===== src/rtl/fa_bist_pkg.sv =====
// Shared types and sizing for the full-adder BIST engine.
package fa_bist_pkg;
    typedef enum logic [1:0] {IDLE, SETTLE, CHECK, DONE} state_e;

    localparam int NUM_VECTORS = 8;
    localparam int IDX_W       = 3;
    localparam int ERR_W       = 4;
endpackage


===== src/rtl/full_adder.sv =====
// Single-bit full adder; used here as the golden reference for the BIST.
module full_adder (
    input  logic a,
    input  logic b,
    input  logic cin,
    output logic sum,
    output logic cout
);
    assign sum  = a ^ b ^ cin;
    assign cout = (a & b) | (a & cin) | (b & cin);
endmodule


===== src/rtl/full_adder_bist.sv =====
// Exhaustive self-test of an attached full adder: walks all 8 vectors,
// waits SETTLE_CYCLES per vector, compares against a golden adder.
module full_adder_bist
    import fa_bist_pkg::*;
#(
    parameter int SETTLE_CYCLES = 1
) (
    input  logic             clk,
    input  logic             rst_n,
    input  logic             start,
    input  logic             fa_sum,
    input  logic             fa_cout,
    output logic             fa_a,
    output logic             fa_b,
    output logic             fa_cin,
    output logic             busy,
    output logic             done,
    output logic             pass,
    output logic [ERR_W-1:0] err_cnt,
    output logic [7:0]       fail_mask
);
    localparam logic [3:0]       SETTLE_LD = 4'(SETTLE_CYCLES);
    localparam logic [IDX_W-1:0] LAST_IDX  = IDX_W'(NUM_VECTORS - 1);

    state_e                   state_q, state_d;
    logic [IDX_W-1:0]         idx_q, idx_d;
    logic [3:0]               settle_q, settle_d;
    logic [ERR_W-1:0]         err_q, err_d;
    logic [NUM_VECTORS-1:0]   mask_q, mask_d;
    logic                     gold_sum, gold_cout, mismatch;

    // The stimulus register is idx itself, so fa_* are flop outputs.
    full_adder u_golden (
        .a    (idx_q[2]),
        .b    (idx_q[1]),
        .cin  (idx_q[0]),
        .sum  (gold_sum),
        .cout (gold_cout)
    );

    assign mismatch = (fa_sum != gold_sum) || (fa_cout != gold_cout);

    always_comb begin
        state_d  = state_q;
        idx_d    = idx_q;
        settle_d = settle_q;
        err_d    = err_q;
        mask_d   = mask_q;
        case (state_q)
            IDLE, DONE: begin
                if (start) begin
                    state_d  = SETTLE;
                    idx_d    = '0;
                    err_d    = '0;
                    mask_d   = '0;
                    settle_d = SETTLE_LD;
                end
            end
            SETTLE: begin
                settle_d = settle_q - 4'd1;
                if (settle_q == 4'd1) state_d = CHECK;
            end
            CHECK: begin
                if (mismatch) begin
                    err_d         = err_q + ERR_W'(1);
                    mask_d[idx_q] = 1'b1;
                end
                if (idx_q == LAST_IDX) begin
                    state_d = DONE;
                end else begin
                    idx_d    = idx_q + IDX_W'(1);
                    settle_d = SETTLE_LD;
                    state_d  = SETTLE;
                end
            end
            default: state_d = IDLE;
        endcase
    end

    always_ff @(posedge clk) begin
        if (!rst_n) begin
            state_q  <= IDLE;
            idx_q    <= '0;
            settle_q <= '0;
            err_q    <= '0;
            mask_q   <= '0;
        end else begin
            state_q  <= state_d;
            idx_q    <= idx_d;
            settle_q <= settle_d;
            err_q    <= err_d;
            mask_q   <= mask_d;
        end
    end

    assign fa_a      = idx_q[2];
    assign fa_b      = idx_q[1];
    assign fa_cin    = idx_q[0];
    assign busy      = (state_q == SETTLE) || (state_q == CHECK);
    assign done      = (state_q == DONE);
    assign pass      = done && (err_q == '0);
    assign err_cnt   = err_q;
    assign fail_mask = mask_q;
endmodule


===== config.mk =====
export PLATFORM = sky130hd
export DESIGN_NAME = full_adder_bist
export DESIGN_NICKNAME = d
export VERILOG_FILES = /design/src/rtl/fa_bist_pkg.sv /design/src/rtl/full_adder.sv /design/src/rtl/full_adder_bist.sv
export SDC_FILE = /design/constraint.sdc
export NUM_CORES = 1
export LEC_CHECK = 0
export CAP_MARGIN = 20
export CORE_UTILIZATION = 30
export CTS_CLUSTER_DIAMETER = 30
export DETAILED_ROUTE_END_ITERATION = 10
export SYNTH_ARGS = -nofsm -noshare
export SYNTH_HDL_FRONTEND = slang
export SYNTH_SLANG_ARGS = --single-unit

===== constraint.sdc =====
create_clock -name clk -period 5.5 [get_ports clk]
set_input_delay 1.1 -clock clk [delete_from_list [all_inputs] [get_ports clk]]
set_output_delay 1.1 -clock clk [all_outputs]
set_load 0.02 [all_outputs]

=== Yosys cells after proc, flatten, opt, wreduce, memory -nomap -nowiden ===
Cells that the tools add are included.

* Flip-flop bits (word level): 21
* Bits of input ports: 5
* Output and inout port bits: 18
* Word-level logic and storage cells: 59

* Add/subtract/negate cells: 3
* Magnitude comparators: 2
* Equality and inequality tests: 11
* Muxes and demuxes: 18
* Bitwise logic cells: 8
* Reduce and logical (&&, ||, !) cells: 12

{| class="wikitable"
|+ Operators with widths
! operator !! number
|-
| 4-bit 2-to-1 mux || 4
|-
| 8-bit 2-to-1 mux || 2
|-
| 8-bit one-hot mux with 2 select lines || 1
|-
| 4-bit one-hot mux with 3 select lines || 1
|-
| 2-bit != test (second input constant) || 4
|-
| 8-bit bitwise OR || 1
|-
| 4-bit one-hot mux with 2 select lines || 1
|-
| 2-bit 2-to-1 mux || 3
|-
| 3-bit 2-to-1 mux || 2
|-
| 2-bit one-hot mux with 3 select lines || 1
|-
| 3-bit one-hot mux with 2 select lines || 1
|-
| 3-bit AND reduction || 2
|-
| 4-bit by 1-bit adder with 4-bit output (second input constant) || 1
|-
| 2-bit equality test (second input constant) || 2
|-
| 4-bit by 1-bit equality test with 1-bit output (second input constant) || 1
|-
| 4-bit logical NOT || 1
|-
| 3-bit by 4-bit less-than comparator with 1-bit output (second input constant) || 1
|-
| 2-bit AND reduction || 2
|-
| 4-bit by 1-bit subtractor with 4-bit output (second input constant) || 1
|-
| 3-bit by 1-bit adder with 3-bit output (second input constant) || 1
|-
| 1-bit bitwise AND || 3
|-
| 1-bit demux with 3-bit select || 1
|-
| 3-bit equality test (second input constant) || 1
|-
| 3-bit by 1-bit >= comparator with 1-bit output (second input constant) || 1
|-
| other kinds (10) || 15
|}

=== Longest topological paths before layout ===
* Depth in word-level cells: 7
* Mapped depth: 7

=== Hierarchy ===
From an unflattened synthesis, not the netlist that was laid out.

* Cells, all modules: 126
* Area, all modules: 1146.1 um^2

{| class="wikitable"
|+ Modules (own cells, without submodules)
! module !! instances !! cells an instance !! area each (um^2) !! seq. area each (um^2)
|-
| full_adder_bist || 1 || 125 || 1126.1 || 420.4
|-
| full_adder || 1 || 1 || 20.0 || 0.0
|}

=== Worst setup path after synthesis ===
OpenSTA, ideal clock, no wires.

* Kind: register to output
* From: register state_q[0]
* To: output port pass
* Arrival: 1.175 ns
* Required time: 4.400 ns
* Slack: 3.225 ns
* Stages on the path, launching flop included: 4
* Path buffers: 0
* Cell sequence: dfxtp_1 > ha_1 > nand2_1 > nor3_1

* Longest elaborated chain between the ends: 2

{| class="wikitable"
|+ Ends and longest elaborated chain
! item !! RTL line !! RTL
|-
| start: declaration || full_adder_bist.sv:25 || <nowiki>state_e state_q, state_d;</nowiki>
|-
| start signal: assignment || full_adder_bist.sv:88 || <nowiki>state_q <= state_d;</nowiki>
|-
| 2-bit equality test || full_adder_bist.sv:100 || <nowiki>assign done = (state_q == DONE);</nowiki>
|-
| via done || full_adder_bist.sv:17 || <nowiki>output logic done,</nowiki>
|-
| 1-bit logical AND || full_adder_bist.sv:101 || <nowiki>assign pass = done && (err_q == '0);</nowiki>
|-
| end: declaration || full_adder_bist.sv:18 || <nowiki>output logic pass,</nowiki>
|}

The timed path passes the listed nets, and every way through them passes these cells.

=== Worst setup path after layout ===
* From: register state_q[0]
* To: output port busy

* Longest elaborated chain between the ends: 2

{| class="wikitable"
|+ Ends and longest elaborated chain
! item !! RTL line !! RTL
|-
| 2-bit by 1-bit equality test with 1-bit output / 2-bit equality test (equally long branches) || full_adder_bist.sv:99 || <nowiki>assign busy = (state_q == SETTLE) || (state_q == CHECK);</nowiki>
|-
| 1-bit logical OR (*) || full_adder_bist.sv:99 ||
|-
| end: declaration || full_adder_bist.sv:16 || <nowiki>output logic busy,</nowiki>
|}

Every way passes the cells marked *; elsewhere a longest branch is shown, timed or not.

==> flow_metrics.py <==
metrics = {
    "status": {
        "status": "completed",
    },
    "final_layout": {
        "final_cell_mix": "22 x clkdlybuf4s50_1, 21 x dfxtp_1, 15 x nor2_1",
        "layout-drive-gt1-share": 0.05625,
        "area.growth.synth_to_final_pct": 26.77,
        "diodes": 0,
        "final_nets": 180,
        "layout_commonest_cell": "clkdlybuf4s50_1",
    },
    "clock_tree": {
        "cts-root-buf": "clkbuf_8",
        "cts_tree": "done",
        "ctsResizeCount": 0,
        "clkSinkCount": 21,
        "clock_path_buffers": 2,
        "h-tree-depth": 1,
        "cts_hold_buf": 0,
        "cts_buffers": 3,
        "cts_setup_buffers": 0,
        "path_clk_slew_ns": 0.08,
        "worstSkewPairLatency_ns": 0.26,
    },
    "setup_path": {
        "critPathMaxFanout": 6,
        "worstSetupEndpointType": "primary output",
        "start_kind": "flip-flop",
        "worstPathRequired_ns": 4.40,
        "path_class": "flip-flop to primary output",
        "cp.arrival_ns": 1.77,
    },
    "timing": {
        "tns_ns": 0,
        "slew_violations": 0,
        "finalHoldViolations": 0,
        "worst_slew_pin_slew_ns": 0.5656,
        "finalSetupViolations": 0,
        "finalClockSkew_ns": 0.003372,
        "rsz0062_at_grt": "false",
        "worst_slew_margin_rel": 0.6204,
        "clock.fmax_mhz": 348.0,
        "min_period_ns": 2.874,
        "min_period_over_period": 0.5225,
        "layout_setup_ws_ns": 2.626,
    },
    "logic_synthesis": {
        "yosysWarnings": 0,
        "async_reset_ff_frac": 0,
        "syn_inst": 137,
        "netlist_area_um2": 1169,
        "synthDistinctLibCells": 37,
        "synth_edf_count": 0,
        "synth_flop_cell": "dfxtp_1",
        "syn_avg_cell_area_um2": 8.530,
        "yosys.area.top_type_share": 0.3597,
        "synth.largest_area_cell": "dfxtp_1",
        "yosysSeqAreaShare": 0.3597,
        "ys_seq_elements": 21,
        "ys_top_cells_by_area": "dfxtp_1 36%, ha_1 14%, a31oi_1 5.4%",
        "syn_nets": 156,
    },
    "detailed_routing": {
        "remaining_drc_errors": 0,
        "drtIter0Drc": 33,
        "via_per_inst": 5.019,
        "drtPass1Iterations": 4,
        "routedWlPerCell_um": 12.41,
        "drt-total-wl_um": 2582,
        "dr_total_vias": 1044,
        "final_antenna_net_count": 0,
    },
    "global_route": {
        "antenna_found_initial": 0,
        "grt_overflow": 0,
        "grt_pass1_wl_um": 4526,
        "grt_pass1_vias": 1028,
        "grt_max_degree": 14,
        "track_usage": 0.1388,
    },
    "floorplanning": {
        "num_rows": 22,
        "core_area_um2": 3689,
        "die_w_um": 64.42,
        "io_pins": 23,
        "fp.dieH_um": 64.42,
        "start_util": 0.3168,
        "die_area_um2": 4149,
    },
    "power_and_ir_drop": {
        "power-per-cell-area_nw_per_um2": 234.2,
        "leakage_nw": 0.5418,
        "ir_drop_mv": 0.09952,
    },
    "place": {
        "port_buffers": 22,
        "dp_slack_ns": 2.899,
        "place_congestion": 0.6967,
        "dp_hpwl_um": 1910,
    },
    "job": {
        "cap_violations": 0,
    },
    "worst_hold_path": {
        "hp-class": "flip-flop to flip-flop",
    },
}
metrics by stage:
stage	hold slack (ns)	cell area [um^2]	power, mW	cells	util
2_1_floorplan	0.4450	1169	0.2234	137	-
3_3_place_gp	0.4585	1435	0.2457	204	0.3891
3_5_place_dp	0.4635	1435	0.2474	204	0.3891
4_1_cts	0.4748	1481	0.3495	208	0.4016
5_1_grt	0.4869	1481	0.3684	208	0.4016
6_report	0.4718	1481	0.3470	208	0.4016
power breakdown:
| group | internal, mW | switching, mW | leakage [nW] | total [mW] |
|---|---|---|---|---|
| sequential | 0.159 | 0.00616 | 0.170 | 0.165 |
| clock | 0.0505 | 0.0524 | 0.0255 | 0.103 |
| combinational | 0.0310 | 0.0484 | 0.346 | 0.0793 |
registers in the layout, indices dropped and copies added (netlist names):
register,cells
state_q,2
err_cnt,4
settle_q,4
idx_q,3
fail_mask,8
cells in the mapped netlist (2+ instances only):
cell      instances
nand2_1          14
ha_1             13
a31oi_1          10
a22oi_1           3
a21oi_1           5
nand2_2           2
nand3b_1          2
dfxtp_1          21
inv_1            13
nor3_1            4
nand4_1           3
nor2_1           15
nor2b_1           2
o21ai_0           6
nand2b_1          2
layer usage:
layer,vias to the layer above,global-route usage,share of wire
li1,522,-,-
met1,497,0.1746,0.50
met2,21,0.2276,0.46
met3,4,0.02993,0.032
met4,0,0.05833,0.0097
met5,-,0,0
layout make-up:
cell class | count | area [um^2]
clock buffer | 3 | 41.29
sequential | 21 | 420.4
multi-input combinational | 100 | 685.7
timing repair buffer | 22 | 220.2
inverter | 13 | 48.80
tap | 48 | 60.06
clock inverter | 1 | 5.005
fill | 408 | 2207
logic make-up (layout without fill, tap and decap cells):
| group | count (synthesis) | count (layout) | synth area share |
|---|---|---|---|
| AOI/OAI and AO/OA | 32 | 32 | 0.1831 |
| muxes | 2 | 2 | 0.02034 |
| xor gates and xnor gates | 2 | 2 | 0.02142 |
| adders and majority gates | 14 | 14 | 0.1563 |
| buffers and inverters | 16 | 39 | 0.05352 |
| and+or+nand+nor | 50 | 50 | 0.2056 |
| DFF | 21 | 21 | 0.3597 |
worst max-delay path: stages (launching register included):
cell and delay, ns:
dfxtp_1 0.39, inv_1 0.06, ha_1 0.38, inv_1 0.09, clkdlybuf4s50_1 0.60
final timing paths:
kind | from | endpoint | slack, ns | depth (start not counted)
worst max-delay path | state_q[0] | busy | 2.63 | 4
worst min-delay path | settle_q[1] | settle_q[1] | 0.47 | 2
worst max register to register | idx_q[0] | err_cnt[3] | 3.28 | 6
worst min register to register | settle_q[1] | settle_q[1] | 0.47 | 2
Power figures use the tool's default switching activity.
